## src/rtl/disp_arbiter.sv

```systemverilog
// rtl/disp_arbiter.sv - round-robin owner selection for the shared 8-digit display path
//
// Shares one seven-segment scan unit between three requesters. An owner keeps
// the display for at least HOLD_CYC cycles unless it drops its request first.
// Non-BCD nibbles are zeroed before they reach the scan unit.
//
// Ports:
//   clk         system clock
//   rst         asynchronous active-high reset
//   req[2:0]    level-sensitive request per source
//   data0..2    packed-BCD words per source, digit7 in [31:28]
//   grant[2:0]  one-hot current owner, zero when idle
//   display     sanitised word of the current owner, zero when idle
//   display_en  high whenever an owner exists
//   bad_digit   high while the driven word had a raw nibble above 9
module disp_arbiter #(
    parameter int HOLD_CYC = 100_000_000,
    parameter int CNT_W    = 27
) (
    input  logic        clk,
    input  logic        rst,
    input  logic [2:0]  req,
    input  logic [31:0] data0,
    input  logic [31:0] data1,
    input  logic [31:0] data2,
    output logic [2:0]  grant,
    output logic [31:0] display,
    output logic        display_en,
    output logic        bad_digit
);

    typedef enum logic {IDLE, OWN} state_t;

    localparam logic [CNT_W-1:0] CNT_MAX = CNT_W'(HOLD_CYC - 1);
    localparam logic [CNT_W-1:0] CNT_ONE = CNT_W'(1);

    state_t           state_q, state_d;
    logic [1:0]       owner_q, owner_d;
    logic [1:0]       last_q, last_d;
    logic [CNT_W-1:0] cnt_q, cnt_d;
    logic [2:0]       grant_d;
    logic [31:0]      display_d;
    logic             en_d, bad_d;
    logic [2:0]       others;
    logic             expired;
    logic [31:0]      sel_data;

    // First set bit of mask searching base+1, base+2, base+3 (mod 3).
    // Walking the offsets downwards lets the nearest candidate win.
    function automatic logic [1:0] rr_pick(input logic [1:0] base, input logic [2:0] mask);
        logic [1:0] idx;
        rr_pick = base;
        for (int i = 3; i >= 1; i--) begin
            idx = 2'((int'(base) + i) % 3);
            if (mask[idx]) rr_pick = idx;
        end
    endfunction

    function automatic logic [2:0] onehot(input logic [1:0] k);
        onehot = 3'b001 << k;
    endfunction

    function automatic logic [31:0] sanitise(input logic [31:0] w);
        for (int i = 0; i < 8; i++) begin
            sanitise[4*i +: 4] = (w[4*i +: 4] > 4'd9) ? 4'd0 : w[4*i +: 4];
        end
    endfunction

    function automatic logic has_bad(input logic [31:0] w);
        has_bad = 1'b0;
        for (int i = 0; i < 8; i++) begin
            if (w[4*i +: 4] > 4'd9) has_bad = 1'b1;
        end
    endfunction

    always_ff @(posedge clk or posedge rst) begin
        if (rst) begin
            state_q    <= IDLE;
            owner_q    <= 2'd0;
            last_q     <= 2'd2;
            cnt_q      <= '0;
            grant      <= 3'b000;
            display    <= 32'h0;
            display_en <= 1'b0;
            bad_digit  <= 1'b0;
        end else begin
            state_q    <= state_d;
            owner_q    <= owner_d;
            last_q     <= last_d;
            cnt_q      <= cnt_d;
            grant      <= grant_d;
            display    <= display_d;
            display_en <= en_d;
            bad_digit  <= bad_d;
        end
    end

    always_comb begin
        state_d = state_q;
        owner_d = owner_q;
        last_d  = last_q;
        cnt_d   = cnt_q;
        others  = req & ~onehot(owner_q);
        expired = (cnt_q == CNT_MAX);

        case (state_q)
            IDLE: begin
                if (|req) begin
                    state_d = OWN;
                    owner_d = rr_pick(last_q, req);
                    cnt_d   = '0;
                end
            end
            OWN: begin
                if (!req[owner_q]) begin
                    // Release wins over expiry; the owner leaves regardless of the hold.
                    last_d = owner_q;
                    cnt_d  = '0;
                    if (|others) owner_d = rr_pick(owner_q, others);
                    else         state_d = IDLE;
                end else if (expired && |others) begin
                    last_d  = owner_q;
                    owner_d = rr_pick(owner_q, others);
                    cnt_d   = '0;
                end else if (!expired) begin
                    cnt_d = cnt_q + CNT_ONE;
                end
            end
            default: state_d = IDLE;
        endcase

        // Outputs are registered from the next owner so grant and display move together.
        case (owner_d)
            2'd1:    sel_data = data1;
            2'd2:    sel_data = data2;
            default: sel_data = data0;
        endcase

        grant_d   = 3'b000;
        display_d = 32'h0;
        en_d      = 1'b0;
        bad_d     = 1'b0;
        if (state_d == OWN) begin
            grant_d   = onehot(owner_d);
            display_d = sanitise(sel_data);
            en_d      = 1'b1;
            bad_d     = has_bad(sel_data);
        end
    end

endmodule

```

## config.mk

```make
export PLATFORM = sky130hd
export DESIGN_NAME = disp_arbiter
export DESIGN_NICKNAME = d
export VERILOG_FILES = /design/src/rtl/disp_arbiter.sv
export SDC_FILE = /design/constraint.sdc
export NUM_CORES = 1
export LEC_CHECK = 0
export BUFFER_PORTS_ARGS = -buffer_cell sky130_fd_sc_hd__buf_4
export CAP_MARGIN = 10
export CELL_PAD_IN_SITES_DETAIL_PLACEMENT = 0
export CELL_PAD_IN_SITES_GLOBAL_PLACEMENT = 1
export CORE_AREA = 3 3 110 112
export CTS_CLUSTER_DIAMETER = 120
export CTS_CLUSTER_SIZE = 12
export DETAILED_ROUTE_END_ITERATION = 6
export DIE_AREA = 0 0 113 115
export PLACE_DENSITY_LB_ADDON = 0.1
export SYNTH_ARGS = -nofsm -noshare
export SYNTH_HDL_FRONTEND = slang
export SYNTH_SLANG_ARGS = --single-unit
```

## constraint.sdc

```tcl
create_clock -name clk -period 3.7 [get_ports clk]
set_clock_uncertainty 0.05 [all_clocks]
set_input_delay 0.74 -clock clk [delete_from_list [all_inputs] [get_ports clk]]
set_output_delay 0.74 -clock clk [all_outputs]
set_load 0.005 [all_outputs]
```

Word-level counts from Yosys, hierarchy flattened
Index checks and enable logic that the tools add are counted.
{"block": "word_totals", "latchBits": 0, "word_cells": 109, "in_bits": 101, "ramBits": 0, "mem_count": 0, "rom_bits": 0, "register_bits": 69}
{"block": "op_classes", "add_sub_neg": 7, "n_shift": 2, "n_bitwise": 3, "n_reduce_logical": 5, "order_cmp": 15, "mux": 57, "mul": 0, "n_eq_ne": 6, "div": 6}
{"operator": "$mod 32x3->32 const B", "n": 6}
{"operator": "$mux 27", "n": 4}
{"operator": "$pmux 32 s2", "n": 1}
{"operator": "$pmux 27 s2", "n": 1}
{"operator": "$gt 4x4->1 const B", "n": 8}
{"operator": "$mux 32", "n": 1}
{"operator": "$mux 4", "n": 8}
{"operator": "$add 27x1->27 const B", "n": 1}
{"operator": "$eq 27x27->1 const B", "n": 1}
{"operator": "$mux 2", "n": 12}
{"operator": "$lt 2x3->1 const B", "n": 7}
{"operator": "$mux 1", "n": 20}
{"operator": "$bmux 1 s2", "n": 7}
{"operator": "$add 2x2->3 const B", "n": 4}
{"operator": "$add 2x1->3 const B", "n": 2}
{"operator": "$reduce_or 3->1", "n": 2}
{"operator": "$shl 1x2->3 const A", "n": 2}
{"operator": "$ne 4x3->1 const B", "n": 1}
{"operator": "$pmux 2 s2", "n": 1}
{"operator": "$reduce_and 2->1", "n": 2}
{"operator": "$and 3x3->3", "n": 1}
{"operator": "$mux 3", "n": 1}
{"operator": "$not 3->3", "n": 1}
{"operator": "$eq 2x1->1 const B", "n": 1}
{"operator": "6 further kinds", "n": 6}

Longest topological paths before layout
{"block": "depth", "ltp_word": 23, "depth_mapped": 17, "ltp_nobuf": 15}

Worst setup path after synthesis
No wires, ideal clock.
{"block": "synth_path", "path_type": "register to register", "from": "reg cnt_q[0]", "to": "reg bad_digit", "n_path_buf": 3, "setup_slack_ns": 0.344, "stages_incl_launch_ff": 17, "setup_time_ns": 0.131, "t_arrival_ns": 3.175, "path_cell_list": "dfrtp_1 ha_1 nand4_1 or2_1 buf_2 nor3_4 nor2_1 nor3b_1 o32ai_1 ha_1 clkbuf_1 clkbuf_1 nand2_1 o21ai_0 a21oi_1 nor4_1 a21oi_1"}
{"block": "synth_via", "elab_chain_cells": 17}
{"element": "from (decl)", "line_no": "40", "text": "logic [CNT_W-1:0] cnt_q, cnt_d;"}
{"element": "from (signal assigned)", "line_no": "90", "text": "cnt_q <= cnt_d;"}
{"element": "$eq 27x27->1 (*)", "line_no": "104", "text": "expired = (cnt_q == CNT_MAX);"}
{"element": "$logic_and 1x1->1 (*)", "line_no": "121", "text": "end else if (expired && |others) begin"}
{"element": "$mux 2 (*)", "line_no": "121"}
{"element": "$mux 2 (*)", "line_no": "115", "text": "if (!req[owner_q]) begin"}
{"element": "$pmux 2 s2 (*)", "line_no": "106", "text": "case (state_q)"}
{"element": "$eq 2x2->1 / $eq 2x1->1 (equally long branches)", "line_no": "133", "text": "case (owner_d)"}
{"element": "$pmux 32 s2 (*)", "line_no": "133"}
{"element": "$gt 4x4->1", "line_no": "72", "text": "if (w[4*i +: 4] > 4'd9) has_bad = 1'b1;"}
{"element": "$mux 1 (7 in series)", "line_no": "72"}
{"element": "$mux 1 (*)", "line_no": "72"}
{"element": "$mux 1 (*)", "line_no": "143", "text": "if (state_d == OWN) begin"}
{"element": "via bad_d", "line_no": "43", "text": "logic en_d, bad_d;"}
{"element": "to (signal assigned)", "line_no": "85", "text": "bad_digit <= 1'b0;"}
{"element": "to (signal assigned)", "line_no": "94", "text": "bad_digit <= bad_d;"}
{"element": "to (decl)", "line_no": "29", "text": "output logic bad_digit"}
Mark *: on every way through the listed nets, which the timed path passes. The rest lies on a longest branch.
A chain may end at the register's enable or synchronous reset.

Worst setup path after layout
{"block": "layout_path", "from": "reg last_q[1]", "to": "reg bad_digit"}
{"block": "layout_via", "elab_chain_cells": 21}
{"element": "from (decl)", "line_no": "39", "text": "logic [1:0] last_q, last_d;"}
{"element": "from (signal assigned)", "line_no": "89", "text": "last_q <= last_d;"}
{"element": "$add 2x2->3", "line_no": "54", "text": "idx = 2'((int'(base) + i) % 3);"}
{"element": "$mod 32x3->32", "line_no": "54"}
{"element": "$bmux 1 s2", "line_no": "55", "text": "if (mask[idx]) rr_pick = idx;"}
{"element": "$mux 1 (not written as such)", "line_no": "55"}
{"element": "$mux 2 (2 in series)", "line_no": "55"}
{"element": "$mux 2 (*)", "line_no": "55"}
{"element": "$mux 2 (*)", "line_no": "108", "text": "if (|req) begin"}
{"element": "$pmux 2 s2 (*)", "line_no": "106"}
{"element": "via owner_d[1]", "line_no": "38", "text": "logic [1:0] owner_q, owner_d;"}
{"element": "$eq 2x2->1 / $eq 2x1->1 (equally long branches)", "line_no": "133"}
{"element": "$pmux 32 s2 (*)", "line_no": "133"}
{"element": "$gt 4x4->1", "line_no": "72"}
{"element": "$mux 1 (7 in series)", "line_no": "72"}
{"element": "$mux 1 (*)", "line_no": "72"}
{"element": "$mux 1 (*)", "line_no": "143"}
{"element": "via bad_d", "line_no": "43"}
Mark *: on every way through the listed nets, which the timed path passes. The rest lies on a longest branch. The select of a mux whose other input is x is not followed.

==> flow_summary.toml <==
[cells_and_area]
fillers = 1073
drive_above_1_share_pct = 35.15
fin_util_pct = 52.25
fin_cells = 766
nets = 732
diodes = 0
area_growth_syn_to_layout_pct = 40.01

[grt]
grt_pass1_vias = 4076
grt_first_pass_wirelength_um = 20390
antenna_found_initial = 0
grt_max_degree = 65
grt_usage_pct = 19.77
grt_overflow_total = 0

[sta]
worstMarginPinSlew_ns = 0.5432
slew_headroom_pct = 63.65
max_freq_mhz = 286.9
rsz0062_at_grt = "no"
finalCritPeriodShare_pct = 94.20
hold_violations = 0
setup_ws_ns = 0.2145
period_needed_ns = 3.485
setup_tns_ns = 0
finalSetupViolCount = 0
timing.final.max_slew_violations = 0

[run_status]
status = "completed"

[worst_setup_path]
reg2reg_from = "last_q[1]"
rrSetupSlack_ns = 0.21
worst-endpoint-required_ns = 3.85
rr_worst_depth = 15
path_cells = "inv_1 > ha_1 > nand2b_1 > nand4b_1 > o221ai_1 > a221o_1 > and3_1 > ha_1 > buf_12 > a22oi_1 > nand2_1 > o21ai_0 > a21oi_1 > nor4_1 > a21oi_1"
slowest_delay_ns = 0.56
endpoint_kind = "flip-flop"
startpoint_type = "flip-flop"
worstSetupPathType = "flip-flop to flip-flop"
worstSetupEndpoint = "bad_digit"
crit_start = "last_q[1]"
r2r_end = "bad_digit"
arrival_ns = 3.64
cp_max_fo = 33
cp_slowest_cell = "dfstp_2"

[die]
die_h_um = 115
fp.dieW_um = 113
rows = 39
fp.coreArea_mm2 = 0.01132
io_pins = 138
die-area_mm2 = 0.01300
initial_core_util_pct = 37.32

[logic_synthesis]
synth.yosys.warnings = 0
ys_types = 77
syn_inst = 477
ys.flop_type = "dfrtp_1"
yosys-top-cells-count = "dfrtp_1 (67), nand2_1 (64), o21ai_0 (48)"
synth_top_area_share_pct = 39.68
avgSynthCellArea_um2 = 8.858
synth_area_leaders = "dfrtp_1 (40%), o21ai_0 (5.7%), a22oi_1 (5.7%)"
async_flop_share_pct = 100.0
ys_ff_latch = 68
syn_area_mm2 = 0.004225
yosysMostFrequentCell = "dfrtp_1"
syn-num-nets = 591
yosysSeqAreaShare_pct = 40.30
yosys.area.top_type = "dfrtp_1"
synth_edf_count = 0

[flow_run]
drv_cap = 0

[cts]
clk_pin_slew_ns = 0.06
cts.sinks = 68
htree_levels = 3
clock_latency_ns = 0.33
cts_root_buf = "clkbuf_16"
cts_tree = "built"
cts.path.max_buffers = 2
holdBufCountCts = 0
cts_made_buffers = 9

[place]
dp.cells = 748
gp_congestion = 0.9421
portBuffers = 137
pre_cts_slack_ns = 0.05657
hpwl_um = 9473

[hold_path]
holdCritPathClass = "primary input to asynchronous set/reset pin"

[drt]
detail_route.wl_per_cell_um = 16.36
via_per_inst = 5.281
drtIter0Drc = 247
antenna_left = 0
drcViolationCount = 0
vias = 4045
drt_wl_total_um = 12530
firstDrtPassIters = 4

[pwr]
p_leak_nw = 2.740
irDropWorstVdd_mv = 1.007
power-per-cell-area_mw_per_mm2 = 1216
total_power_mw = 7.195
stage by stage:
stage	instance area, um^2	hold WS, ns
global placement	5469	0.4439
detailed placement	5469	0.4543
floorplan	4225	0.4048
global route	5916	0.2965
finish	5916	0.2861
CTS	5867	0.4643
kinds of logic (layout without fill, tap and decap cells):
kind of cell / count (synthesis) / in the layout / synth area share, %
buf+inv: 38 / 184 / 4.205
simple gates: 204 / 204 / 27.15
flops: 68 / 68 / 40.30
mux: 3 / 3 / 0.7403
xor+xnor: 9 / 9 / 1.865
fa+ha+maj: 13 / 13 / 3.850
compound gates: 142 / 142 / 21.88
critical path, delay by kind of cell, from the launching register on:
family                     cells  cell delay (ns)
adders and majority gates      2             0.47
AOI/OAI and AO/OA              6             1.12
DFF                            1             0.56
and+or+nand+nor                5             0.88
buffers and inverters          2             0.25
cells in the final DEF, fill, tap and decap left out, types with 3 or more instances in the layout:
master       n
dfrtp_1     66
nand2_1     64
nor2_1      28
clkbuf_16    9
nor4_1       4
o21ai_2      5
inv_2        3
xnor2_1      5
a21oi_1     22
a22oi_1     31
o21ai_1      5
and2_1       5
nor2b_1      3
and4_1       3
nand2b_1     5
nor2_2       8
buf_12       4
xor2_1       4
inv_1        8
a21o_1       5
bufinv_16    5
a21oi_2      3
o21ai_0     44
nand4_1      9
nor3_1      27
or3_1        5
buf_4      153
and3_1       5
ha_1        12
nand3_1     11
a211oi_1     4
state kept, by name, indices dropped and copies added, names as in the netlist:
| register | cells |
|---|---|
| display | 32 |
| owner_q | 2 |
| cnt_q | 27 |
| grant | 3 |
| last_q | 2 |
| display_en | 1 |
| bad_digit | 1 |
metal layers:
| metal | GRT usage, % | vias up | wire (um) |
|---|---|---|---|
| li1 | - | 2018 | - |
| met1 | 23.62 | 1872 | 5235 |
| met2 | 33.53 | 140 | 6076 |
| met3 | 5.579 | 15 | 973 |
| met4 | 8.333 | 0 | 245 |
| met5 | 0 | - | 0 |
final cells by class:
| class | instances | area, um^2 | area share, % |
|---|---|---|---|
| Multi-Input combinational cell | 371 | 2365 | 39.97 |
| Sequential cell | 68 | 1704 | 28.81 |
| Timing Repair Buffer | 157 | 1229 | 20.77 |
| Clock buffer | 10 | 239.0 | 4.040 |
| Tap cell | 143 | 178.9 | 3.025 |
| Clock inverter | 6 | 158.9 | 2.686 |
| Inverter | 11 | 41.29 | 0.6980 |
worst min path at each step:
stage                     cells after the start  startpoint          end
after detailed placement                      1   cnt_q[24]    cnt_q[24]
after CTS                                     1   cnt_q[24]    cnt_q[24]
after floorplan                               1   cnt_q[24]    cnt_q[24]
after global routing                          2         rst  display[18]
after global placement                        1   cnt_q[24]    cnt_q[24]
final                                         2         rst  display[18]
report_power, final:
group          internal [mW]  switching, mW  leakage, nW
Combinational           1.97           2.96         1.65
Sequential              1.01          0.109        0.900
Clock                  0.814          0.333        0.193
repair_timing:
action / in CTS / in global routing
setup endpoints to repair: 0 / 3
gates resized for setup: 0 / 10
buffers inserted: 0 / 1
hold endpoints to repair: 0 / 0
(Power assumes the default switching activity.)
